File: src/rtl/ball_pkg.sv
`default_nettype none
// +-----------------------------------------------------------------------------
// | ball_pkg : shared widths, palette, reset placement and FSM encoding.
// | Revision : 1.0
// +-----------------------------------------------------------------------------
package ball_pkg;

    localparam int COORD_W = 10;
    localparam int VEL_W   = 5;
    localparam int IDX_W   = 3;

    localparam logic [2:0] COLOR_BLACK  = 3'b000;
    localparam logic [2:0] COLOR_PLAYER = 3'b111;

    localparam int INIT_X_BASE = 32;
    localparam int INIT_X_STEP = 64;
    localparam int INIT_Y_BASE = 32;
    localparam int INIT_Y_STEP = 32;

    typedef enum logic [0:0] {
        ST_IDLE   = 1'b0,
        ST_UPDATE = 1'b1
    } state_e;

    // Autonomous balls cycle through the six non-black, non-white colours.
    function automatic logic [2:0] ball_color(input int idx);
        if (idx == 0) begin
            return COLOR_PLAYER;
        end
        return 3'(((idx - 1) % 6) + 1);
    endfunction

    function automatic logic [COORD_W-1:0] init_x(input int idx);
        return COORD_W'(INIT_X_BASE + INIT_X_STEP * idx);
    endfunction

    function automatic logic [COORD_W-1:0] init_y(input int idx);
        return COORD_W'(INIT_Y_BASE + INIT_Y_STEP * idx);
    endfunction

endpackage
`default_nettype wire

File: src/rtl/ball_axis_step.sv
`default_nettype none
// +-----------------------------------------------------------------------------
// | ball_axis_step : one-axis move with bounce/clamp at 0 and limit.
// | Revision : 1.0
// +-----------------------------------------------------------------------------
module ball_axis_step
    import ball_pkg::*;
(
    input  logic [COORD_W-1:0]      i_pos,
    input  logic signed [VEL_W-1:0] i_vel,
    input  logic [COORD_W-1:0]      i_limit,
    output logic [COORD_W-1:0]      o_pos,
    output logic signed [VEL_W-1:0] o_vel
);

    logic signed [COORD_W:0] w_vel_ext;
    logic signed [COORD_W:0] w_next;
    logic signed [COORD_W:0] w_limit;

    assign w_vel_ext = {{(COORD_W + 1 - VEL_W){i_vel[VEL_W-1]}}, i_vel};
    assign w_next    = $signed({1'b0, i_pos}) + w_vel_ext;
    assign w_limit   = $signed({1'b0, i_limit});

    always_comb begin
        o_pos = w_next[COORD_W-1:0];
        o_vel = i_vel;
        if (w_next[COORD_W]) begin
            o_pos = '0;
            o_vel = -i_vel;
        end else if (w_next > w_limit) begin
            o_pos = i_limit;
            o_vel = -i_vel;
        end
    end

endmodule
`default_nettype wire

File: src/rtl/ball_multi_mv.sv
`default_nettype none
// +-----------------------------------------------------------------------------
// | ball_multi_mv : one player ball plus bouncing balls, per-frame update FSM
// | and pixel renderer. Optional collision flags under BALL_MULTI_COLLIDE_EN.
// | Revision : 1.0
// +-----------------------------------------------------------------------------
module ball_multi_mv
    import ball_pkg::*;
#(
    parameter int NUM_BALLS = 4,
    parameter int BALL_SIZE = 16,
    parameter int SPEED     = 2,
    parameter int H_ACTIVE  = 640,
    parameter int V_ACTIVE  = 480
) (
    input  logic               i_clk,
    input  logic               i_rst_n,
    input  logic               i_vsync,
    input  logic               i_visible,
    input  logic [COORD_W-1:0] i_hpos,
    input  logic [COORD_W-1:0] i_vpos,
    input  logic               i_up,
    input  logic               i_down,
    input  logic               i_left,
    input  logic               i_right,
    output logic [2:0]         o_rgb,
    output logic               o_hit
);

    localparam int                      CW1     = COORD_W + 1;
    localparam logic [COORD_W-1:0]      X_LIMIT = COORD_W'(H_ACTIVE - BALL_SIZE);
    localparam logic [COORD_W-1:0]      Y_LIMIT = COORD_W'(V_ACTIVE - BALL_SIZE);
    localparam logic signed [VEL_W-1:0] VEL_POS = VEL_W'(SPEED);
    localparam logic signed [VEL_W-1:0] VEL_NEG = VEL_W'(-SPEED);
    localparam logic [IDX_W-1:0]        LAST_IDX = IDX_W'(NUM_BALLS - 1);
    localparam logic signed [COORD_W:0] SIZE_S  = CW1'(BALL_SIZE);

    state_e             state_q, state_d;
    logic [IDX_W-1:0]   idx_q, idx_d;
    logic               vsync_q;
    logic               w_vsync_rise;
    logic               w_upd_en;
    logic               w_upd_last;

    logic [COORD_W-1:0]      x_q  [NUM_BALLS];
    logic [COORD_W-1:0]      y_q  [NUM_BALLS];
    logic signed [VEL_W-1:0] vx_q [NUM_BALLS];
    logic signed [VEL_W-1:0] vy_q [NUM_BALLS];

    logic [COORD_W-1:0]      w_cur_x, w_cur_y, w_x_new, w_y_new;
    logic signed [VEL_W-1:0] w_cur_vx, w_cur_vy, w_btn_vx, w_btn_vy;
    logic signed [VEL_W-1:0] w_step_vx, w_step_vy, w_vx_new, w_vy_new;
    logic                    w_is_player;
    logic                    w_cur_flag;

    logic [NUM_BALLS-1:0]    w_cover;
    logic [2:0]              w_color;
    logic [2:0]              rgb_q;

    assign w_vsync_rise = i_vsync & ~vsync_q;

    always_ff @(posedge i_clk or negedge i_rst_n) begin
        if (!i_rst_n) begin
            state_q <= ST_IDLE;
            idx_q   <= '0;
            vsync_q <= 1'b0;
        end else begin
            state_q <= state_d;
            idx_q   <= idx_d;
            vsync_q <= i_vsync;
        end
    end

    // Edges seen while already updating fall through the UPDATE branch unused.
    always_comb begin
        state_d = state_q;
        idx_d   = idx_q;
        case (state_q)
            ST_IDLE: begin
                if (w_vsync_rise) begin
                    state_d = ST_UPDATE;
                    idx_d   = '0;
                end
            end
            ST_UPDATE: begin
                if (idx_q == LAST_IDX) begin
                    state_d = ST_IDLE;
                    idx_d   = '0;
                end else begin
                    idx_d = idx_q + 1'b1;
                end
            end
            default: begin
                state_d = ST_IDLE;
                idx_d   = '0;
            end
        endcase
    end

    always_comb begin
        w_upd_en   = 1'b0;
        w_upd_last = 1'b0;
        if (state_q == ST_UPDATE) begin
            w_upd_en   = 1'b1;
            w_upd_last = (idx_q == LAST_IDX);
        end
    end

    always_comb begin
        w_cur_x  = '0;
        w_cur_y  = '0;
        w_cur_vx = '0;
        w_cur_vy = '0;
        for (int i = 0; i < NUM_BALLS; i++) begin
            if (idx_q == IDX_W'(i)) begin
                w_cur_x  = x_q[i];
                w_cur_y  = y_q[i];
                w_cur_vx = vx_q[i];
                w_cur_vy = vy_q[i];
            end
        end
    end

    assign w_is_player = (idx_q == '0);

    // The player reuses the bounce stepper: its clamp is the same saturation,
    // and the returned velocity is simply discarded.
    always_comb begin
        w_btn_vx = '0;
        w_btn_vy = '0;
        if (i_right && !i_left) begin
            w_btn_vx = VEL_POS;
        end else if (i_left && !i_right) begin
            w_btn_vx = VEL_NEG;
        end
        if (i_down && !i_up) begin
            w_btn_vy = VEL_POS;
        end else if (i_up && !i_down) begin
            w_btn_vy = VEL_NEG;
        end
        if (w_is_player) begin
            w_step_vx = w_btn_vx;
            w_step_vy = w_btn_vy;
        end else if (w_cur_flag) begin
            w_step_vx = -w_cur_vx;
            w_step_vy = -w_cur_vy;
        end else begin
            w_step_vx = w_cur_vx;
            w_step_vy = w_cur_vy;
        end
    end

    ball_axis_step u_step_x (
        .i_pos   (w_cur_x),
        .i_vel   (w_step_vx),
        .i_limit (X_LIMIT),
        .o_pos   (w_x_new),
        .o_vel   (w_vx_new)
    );

    ball_axis_step u_step_y (
        .i_pos   (w_cur_y),
        .i_vel   (w_step_vy),
        .i_limit (Y_LIMIT),
        .o_pos   (w_y_new),
        .o_vel   (w_vy_new)
    );

    always_ff @(posedge i_clk or negedge i_rst_n) begin
        if (!i_rst_n) begin
            for (int i = 0; i < NUM_BALLS; i++) begin
                x_q[i]  <= init_x(i);
                y_q[i]  <= init_y(i);
                vx_q[i] <= (i % 2 == 0) ? VEL_POS : VEL_NEG;
                vy_q[i] <= VEL_POS;
            end
        end else if (w_upd_en) begin
            for (int i = 0; i < NUM_BALLS; i++) begin
                if (idx_q == IDX_W'(i)) begin
                    x_q[i] <= w_x_new;
                    y_q[i] <= w_y_new;
                    if (i != 0) begin
                        vx_q[i] <= w_vx_new;
                        vy_q[i] <= w_vy_new;
                    end
                end
            end
        end
    end

    generate
        for (genvar g = 0; g < NUM_BALLS; g++) begin : g_cover
            logic signed [COORD_W:0] w_dx;
            logic signed [COORD_W:0] w_dy;
            assign w_dx = $signed({1'b0, i_hpos}) - $signed({1'b0, x_q[g]});
            assign w_dy = $signed({1'b0, i_vpos}) - $signed({1'b0, y_q[g]});
            assign w_cover[g] = !w_dx[COORD_W] && (w_dx < SIZE_S) &&
                                !w_dy[COORD_W] && (w_dy < SIZE_S);
        end
    endgenerate

    // Walk downwards so the lowest-index covering ball wins.
    always_comb begin
        w_color = COLOR_BLACK;
        for (int i = NUM_BALLS - 1; i >= 0; i--) begin
            if (w_cover[i]) begin
                w_color = ball_color(i);
            end
        end
    end

    always_ff @(posedge i_clk or negedge i_rst_n) begin
        if (!i_rst_n) begin
            rgb_q <= COLOR_BLACK;
        end else begin
            rgb_q <= i_visible ? w_color : COLOR_BLACK;
        end
    end

    assign o_rgb = rgb_q;

`ifdef BALL_MULTI_COLLIDE_EN
    localparam logic [NUM_BALLS-1:0] PLAYER_BIT = NUM_BALLS'(1);

    logic [NUM_BALLS-1:0] flag_q, flag_d;
    logic [NUM_BALLS-1:0] w_collide;
    logic                 hit_q, hit_d;

    assign w_collide = (i_visible && w_cover[0]) ? (w_cover & ~PLAYER_BIT) : '0;

    always_comb begin
        w_cur_flag = 1'b0;
        for (int i = 0; i < NUM_BALLS; i++) begin
            if (idx_q == IDX_W'(i)) begin
                w_cur_flag = flag_q[i];
            end
        end
    end

    // A collision on the same cycle as the consuming update is kept for next frame.
    always_comb begin
        flag_d = flag_q;
        if (w_upd_en) begin
            for (int i = 0; i < NUM_BALLS; i++) begin
                if (idx_q == IDX_W'(i)) begin
                    flag_d[i] = 1'b0;
                end
            end
        end
        flag_d = flag_d | w_collide;
        hit_d  = hit_q;
        if (w_upd_last) begin
            hit_d = 1'b0;
        end
        if (|w_collide) begin
            hit_d = 1'b1;
        end
    end

    always_ff @(posedge i_clk or negedge i_rst_n) begin
        if (!i_rst_n) begin
            flag_q <= '0;
            hit_q  <= 1'b0;
        end else begin
            flag_q <= flag_d;
            hit_q  <= hit_d;
        end
    end

    assign o_hit = hit_q;
`else
    assign w_cur_flag = 1'b0;
    assign o_hit      = 1'b0;
`endif

endmodule
`default_nettype wire

File: config.mk
export PLATFORM = sky130hd
export DESIGN_NAME = ball_multi_mv
export DESIGN_NICKNAME = d
export VERILOG_FILES = /design/src/rtl/ball_pkg.sv /design/src/rtl/ball_axis_step.sv /design/src/rtl/ball_multi_mv.sv
export SDC_FILE = /design/constraint.sdc
export NUM_CORES = 1
export LEC_CHECK = 0
export ABC_AREA = 1
export CAP_MARGIN = 25
export CELL_PAD_IN_SITES_DETAIL_PLACEMENT = 1
export CELL_PAD_IN_SITES_GLOBAL_PLACEMENT = 1
export CORE_UTILIZATION = 40
export CTS_BUF_LIST = sky130_fd_sc_hd__clkbuf_4
export CTS_CLUSTER_SIZE = 30
export DETAILED_ROUTE_END_ITERATION = 7
export PLACE_DENSITY_LB_ADDON = 0.1
export SYNTH_ARGS = -nofsm -noshare
export SYNTH_HDL_FRONTEND = slang
export SYNTH_HIERARCHICAL = 1
export SYNTH_SLANG_ARGS = --single-unit
File: constraint.sdc
create_clock -name i_clk -period 5.2 [get_ports i_clk]
set_input_delay 0.52 -clock i_clk [delete_from_list [all_inputs] [get_ports i_clk]]
set_output_delay 0.52 -clock i_clk [all_outputs]
set_load 0.01 [all_outputs]
==> reports/results.ini, run 1 <==
[timing]
fin_setup_tns_ns=0
period_needed_ns=4.66
hold_viol=0
rsz0062_at_grt=false
fin_skew_ns=0.0286
tightest_slew_ns=0.756
fmax_mhz=215
slew_violations=0
post-route-period-util_pct=89.6
finalSetupViolations=0
slew_headroom_pct=49.6

[cts]
path_clk_slew_ns=0.13
cts_tree=done
clock_tree.root_cell=clkbuf_4
numCtsBuffers=17
htreeDepth=4
clkSinkCount=118
clk_path_buf_depth=2
worstSkewPairLatency_ns=0.59

[logic_synthesis]
synth_fa_ha_area_share_pct=13.6
synth_top_family_by_area=simple AND/OR/NAND/NOR gates
synthFlopType=dfrtp_1
synth-simple-area-share_pct=28.5
yosysWarningCount=16
syn_inst=1720
synth_area_um2=11300
ys_types=45
syn-mean-instance-area_um2=6.57
synth-edff-count=0
ys_ff_latch=118
synth_xor_area_share_pct=1.71
synth_compound_area_share_pct=17.4
yosys-mux-area-fraction_pct=0
yosysSeqAreaShare_pct=26.4
ys_async_sr_fraction_pct=100

[drt]
drt_iter0_drc=556
wl_um=35500
num_vias=11100
dr.pass1.iters=5
viasPerCell=5.10
postRouteAntennaNets=0
wl_per_cell_um=16.3
drc=0

[floorplanning]
dieArea_um2=28900
initial_core_util_pct=40.7
die_h_um=170
die_w_um=170
io_pins=32
core_area_um2=27800
rows=61

[grt]
gr-total-overflow=0
grt_pass1_wl_um=58800
antenna_found_initial=1
grt_max_degree=48
grt_pass1_vias=11300
grt.total_usage_pct=26.0

[setup_path]
r2r_slack_ns=0.54
crit_type=flip-flop to flip-flop
crit_arrival_ns=5.16
path_cells=ha_1 -> inv_1 -> nor2_1 -> inv_1 -> buf_4 -> o21ai_0 -> a31oi_2 -> ha_1 -> inv_1 -> fa_1 -> o21bai_1 -> nand2_1 -> nand2_1 -> xor2_1 -> ha_1 -> a21o_1 -> a21oi_1 -> nand2_1 -> nand2_4 -> nand2_4 -> o21ai_2 -> inv_1 -> o21ai_0
crit_path_frequent_cell=inv_1
start_kind=flip-flop
cp_max_fo=28
cp.required_ns=5.70
crit_path_top_delay_cell=dfrtp_1
end_kind=flip-flop
slowest_delay_ns=0.43

[layout]
final_layout_size_suffix_gt1_share_pct=7.46
multiInputGateArea_um2=7100
syn2layout_area_growth_pct=10.9
ff_latch_area_um2=2980
n_fill_cell=3786
nets=1934

[flow_run]
maxCapViolCount=0

[run_status]
outcome=finished, final reports clean

[place]
routabilityCongestion=0.885
port_buffers=30
hpwl_um=28900

[worst_hold_path]
min_path_type=primary input to async pin

## what timing repair did
| item | CTS | global route |
|---|---|---|
| setup endpoints to repair | 0 | 34 |
| resized for setup | 0 | 6 |
| hold endpoints to repair | 25 | 0 |
| hold buffers | 1 | 0 |
| buffers inserted | 0 | 0 |
## cells in the final DEF (no fill, tap or decap), drive strengths merged, types with 12 or more instances in the layout
| cell type | netlist | final |
|---|---|---|
| nand2 | 531 | 531 |
| inv | 305 | 305 |
| o21ai | 185 | 185 |
| ha | 120 | 120 |
| nand3 | 104 | 104 |
| dfrtp | 93 | 93 |
| nor2 | 90 | 90 |
| a21oi | 73 | 73 |
| conb | 2 | 41 |
| o211ai | 38 | 38 |
| clkdlybuf4s50 | 0 | 29 |
| dfstp | 25 | 25 |
| buf | 17 | 21 |
| clkbuf | 29 | 19 |
| nand4 | 16 | 16 |
| xor2 | 13 | 13 |
| nand3b | 12 | 12 |
## sequential cells by signal, indices dropped and copies added (netlist names)
| register | count |
|---|---|
| vsync_q | 1 |
| o_rgb | 3 |
| y_q | 40 |
| vy_q | 15 |
| x_q | 40 |
| idx_q | 3 |
| vx_q | 15 |
| state_q | 1 |
## final timing paths
| path | startpoint | end | cells after the start |
|---|---|---|---|
| min in group i_clk | i_vsync | vsync_q$_DFF_PN0_ | 1 |
| worst min-delay path | i_rst_n | y_q[33]$_DFFE_PN0P_ | 2 |
| worst min register to register | vy_q[0]$_DFFE_PN0P_ | vy_q[0]$_DFFE_PN0P_ | 2 |
| worst max register to register | idx_q[0]$_DFFE_PN0P_ | x_q[35]$_DFFE_PN1P_ | 23 |
| max in group asynchronous | i_rst_n | x_q[37]$_DFFE_PN0P_ | 3 |
| worst max-delay path | idx_q[0]$_DFFE_PN0P_ | x_q[35]$_DFFE_PN1P_ | 23 |
## worst max-delay path, delay by kind of cell (launching register included)
kind | cells | cell delay, ns
buffers and inverters | 5 | 0.63
AOI/OAI and AO/OA | 7 | 1.45
xor gates and xnor gates | 1 | 0.25
and+or+nand+nor | 6 | 0.63
adders and majority gates | 4 | 1.18
DFF | 1 | 0.43
## final cells by class
| type | count | share of cell area (%) |
|---|---|---|
| Clock inverter | 14 | 1.28 |
| Multi-Input combinational cell | 1288 | 56.7 |
| Inverter | 307 | 9.23 |
| Clock buffer | 18 | 1.08 |
| Antenna cell | 2 | 0.0399 |
| Timing Repair Buffer | 52 | 4.11 |
| Sequential cell | 118 | 23.8 |
| Tap cell | 378 | 3.78 |
## routing by layer
layer | vias to the layer above | wire, um | track usage, % | share of wire, %
li1 | 5637 | - | - | -
met1 | 5287 | 17600 | 35.8 | 50
met2 | 141 | 16200 | 42.8 | 46
met3 | 33 | 1140 | 4.00 | 3.2
met4 | 0 | 565 | 5.84 | 1.6
met5 | - | 0 | 0 | 0
## through the flow
stage / std cells / setup WS [ns] / utilization [%] / area, um^2 / hold slack [ns]
2_1_floorplan: 1759 / 0.808 / - / 11400 / 0.224
3_3_place_gp: 2139 / 0.506 / 43.7 / 12200 / 0.464
3_5_place_dp: 2141 / 0.265 / 43.9 / 12200 / 0.472
4_1_cts: 2174 / 0.221 / 45.0 / 12500 / 0.394
5_1_grt: 2177 / 0.0301 / 45.1 / 12500 / 0.424
6_report: 2177 / 0.541 / 45.1 / 12500 / 0.417
## logic make-up after synthesis
logic type,after synthesis
DFF,118
and+or+nand+nor,764
other,2
xor gates and xnor gates,22
AOI/OAI and AO/OA,339
adders and majority gates,122
buffers and inverters,353
## synth_stat cells, types with 12 or more instances
master,n,area (um^2)
o21ai_0,169,846
nand3b_1,12,90.1
o21ai_2,13,114
ha_1,120,1500
a21oi_1,71,355
inv_1,302,1130
dfrtp_1,93,2330
nand2_2,15,93.8
dfstp_2,25,657
nand2_1,510,1910
nand3_1,99,495
xor2_1,13,114
nor2_1,86,323
clkbuf_1,29,109
o211ai_1,38,285
nand4_1,16,100
Power of run 1 is not shown: default switching activity piles up to over one toggle a cycle in this logic, so the estimate is an artifact.
==> run 2: changes to the inputs <==
clock period = 5.7 ns   (was 5.2 ns; I/O delays follow)
==> run 2 against run 1 <==
Register-to-register slack improved by 0.16 ns. Worst setup slack improved by 0.16 ns. Non-clock buffer count fell by 4. Wire length grew 0.29%. Sequential cell count unchanged. Fmax shrank 6.8%. Final cell count fell by 0.23%. Die area unchanged. Critical path type unchanged.
==> reports/results.ini, run 2 (synthesized netlist as in run 1, its figures left out) <==
[cts]
numCtsBuffers=17  ; unchanged
hold_buffers=0  ; -1
cts_resized=0  ; unchanged
clkSinkCount=118  ; unchanged
cts_tree=done
clk_path_buf_depth=2  ; unchanged
path_clk_slew_ns=0.13  ; about the same
post_cts_buffers=0  ; unchanged
htreeDepth=4  ; unchanged
clock_tree.root_cell=clkbuf_4
worstSkewPairLatency_ns=0.59  ; about the same

[grt]
gr-total-overflow=0  ; unchanged
grtUsageMet1_pct=36.7  ; +0.88 points
antenna_found_initial=2  ; +1
grt_pass1_vias=11200  ; -1.1%
grt_max_degree=74  ; +54%
grt.total_usage_pct=26.0  ; about the same
grt_use_met3_pct=3.21  ; -0.79 points
gr-usage-met2_pct=42.7  ; -0.11 points
grt_pass1_wl_um=58900  ; +0.19%
grt_busiest_layer=met2

[setup_path]
r2r-end=y_q[27]$_DFFE_PN0P_
slowest_delay_ns=0.44  ; about the same
cp_max_fo=20  ; -29%
startpoint=idx_q[0]$_DFFE_PN0P_
crit_type=flip-flop to flip-flop
end_kind=flip-flop
cp.required_ns=6.14  ; +0.44 ns
reg2reg_from=idx_q[0]$_DFFE_PN0P_
crit_path_top_delay_cell=dfrtp_1
start_kind=flip-flop
crit_family=simple AND/OR/NAND/NOR gates
crit_cells=28  ; +22%
reg2regPathDepth=28  ; +22%
r2r_slack_ns=0.70  ; +0.16 ns
crit_arrival_ns=5.44  ; +0.28 ns
critPathBufInv=6  ; +1
worstSetupEndpoint=y_q[27]$_DFFE_PN0P_
crit_path_frequent_cell=nand2_1

[timing]
rsz0062_at_grt=false
slew_violations=0  ; unchanged
fmax_mhz=200  ; -6.8%
finalSetupViolations=0  ; unchanged
hold_viol=0  ; unchanged
tightest_slew_ns=0.876  ; +0.120 ns
period_needed_ns=5.00  ; +0.342 ns
fin_setup_tns_ns=0  ; unchanged
fin_skew_ns=0.0330  ; +0.00446 ns
slew_headroom_pct=41.0  ; -8.6 points
post-route-period-util_pct=87.7  ; -1.9 points

[worst_hold_path]
min_path_type=primary input to async pin

[run_status]
outcome=finished, final reports clean

[floorplanning]
dieArea_um2=28900  ; unchanged
core_area_um2=27800  ; unchanged
die_h_um=170  ; unchanged
rows=61  ; unchanged
initial_core_util_pct=40.7  ; unchanged
die_w_um=170  ; unchanged
io_pins=32  ; unchanged

[drt]
drc=0  ; unchanged
wl_per_cell_um=16.4  ; +0.52%
drt_iter0_drc=569  ; +2.3%
postRouteAntennaNets=0  ; unchanged
dr.pass1.iters=4  ; -1
viasPerCell=5.11  ; +0.33%
num_vias=11100  ; +0.099%
wl_um=35600  ; +0.29%

[layout]
final_cell_mix=nand2_1 (508), inv_1 (302), o21ai_0 (169), ha_1 (120), nand3_1 (99)
top_regs=x_q (40), y_q (40)
final_layout_size_suffix_gt1_share_pct=7.19  ; -0.26 points
nets=1930  ; -0.21%
syn2layout_area_growth_pct=10.6
final_common_cell=nand2_1
n_fill_cell=3759  ; -0.71%

[flow_run]
maxCapViolCount=0  ; unchanged

[place]
hpwl_um=28900  ; -0.17%
routabilityCongestion=0.877  ; -0.81%
port_buffers=30  ; unchanged

==> run 2: cell type report <==
| type | instances | area [um^2] | share of cell area (%) |
|---|---|---|---|
| multi-input cells | 1288 | 7090 | 56.7 |
| flip-flops and latches | 118 | 2980 | 23.9 |
| inverters | 307 | 1150 | 9.22 |
| repair buffers | 48 | 480 | 3.85 |
| well taps | 378 | 473 | 3.79 |
| clock inverters | 13 | 174 | 1.39 |
| clock buffers | 19 | 143 | 1.14 |
| diodes | 1 | 2.50 | 0.0200 |
==> run 2: how the worst min path moves through the flow <==
stage / end / cells past startpoint
2_1_floorplan: idx_q[0]$_DFFE_PN0P_ / 0
3_3_place_gp: vy_q[4]$_DFFE_PN0P_ / 2
6_report: y_q[3]$_DFFE_PN0P_ / 2
3_5_place_dp: vy_q[0]$_DFFE_PN0P_ / 2
5_1_grt: y_q[3]$_DFFE_PN0P_ / 2
4_1_cts: y_q[25]$_DFFE_PN0P_ / 1
==> run 2: through the flow <==
step                      utilization (%)  setup WS (ns)  cell area (um^2)  std cells  hold slack (ns)
after floorplan                         -           1.31             11400       1759            0.274
after CTS                            44.8          0.699             12500       2169            0.108
after detailed placement             43.7          0.762             12100       2137            0.474
after global placement               43.5          0.821             12100       2135            0.464
after global routing                 45.0         0.0854             12500       2172            0.288
final                                45.0          0.699             12500       2172            0.335
==> run 2: layer usage <==
layer  vias to the layer above  share of wire (%)
li1                       5619                  -
met1                      5338                 51
met2                       126                 46
met3                        24                2.5
met4                         2               0.81
met5                         -              0.037
Power of run 2 is left out for the same reason.
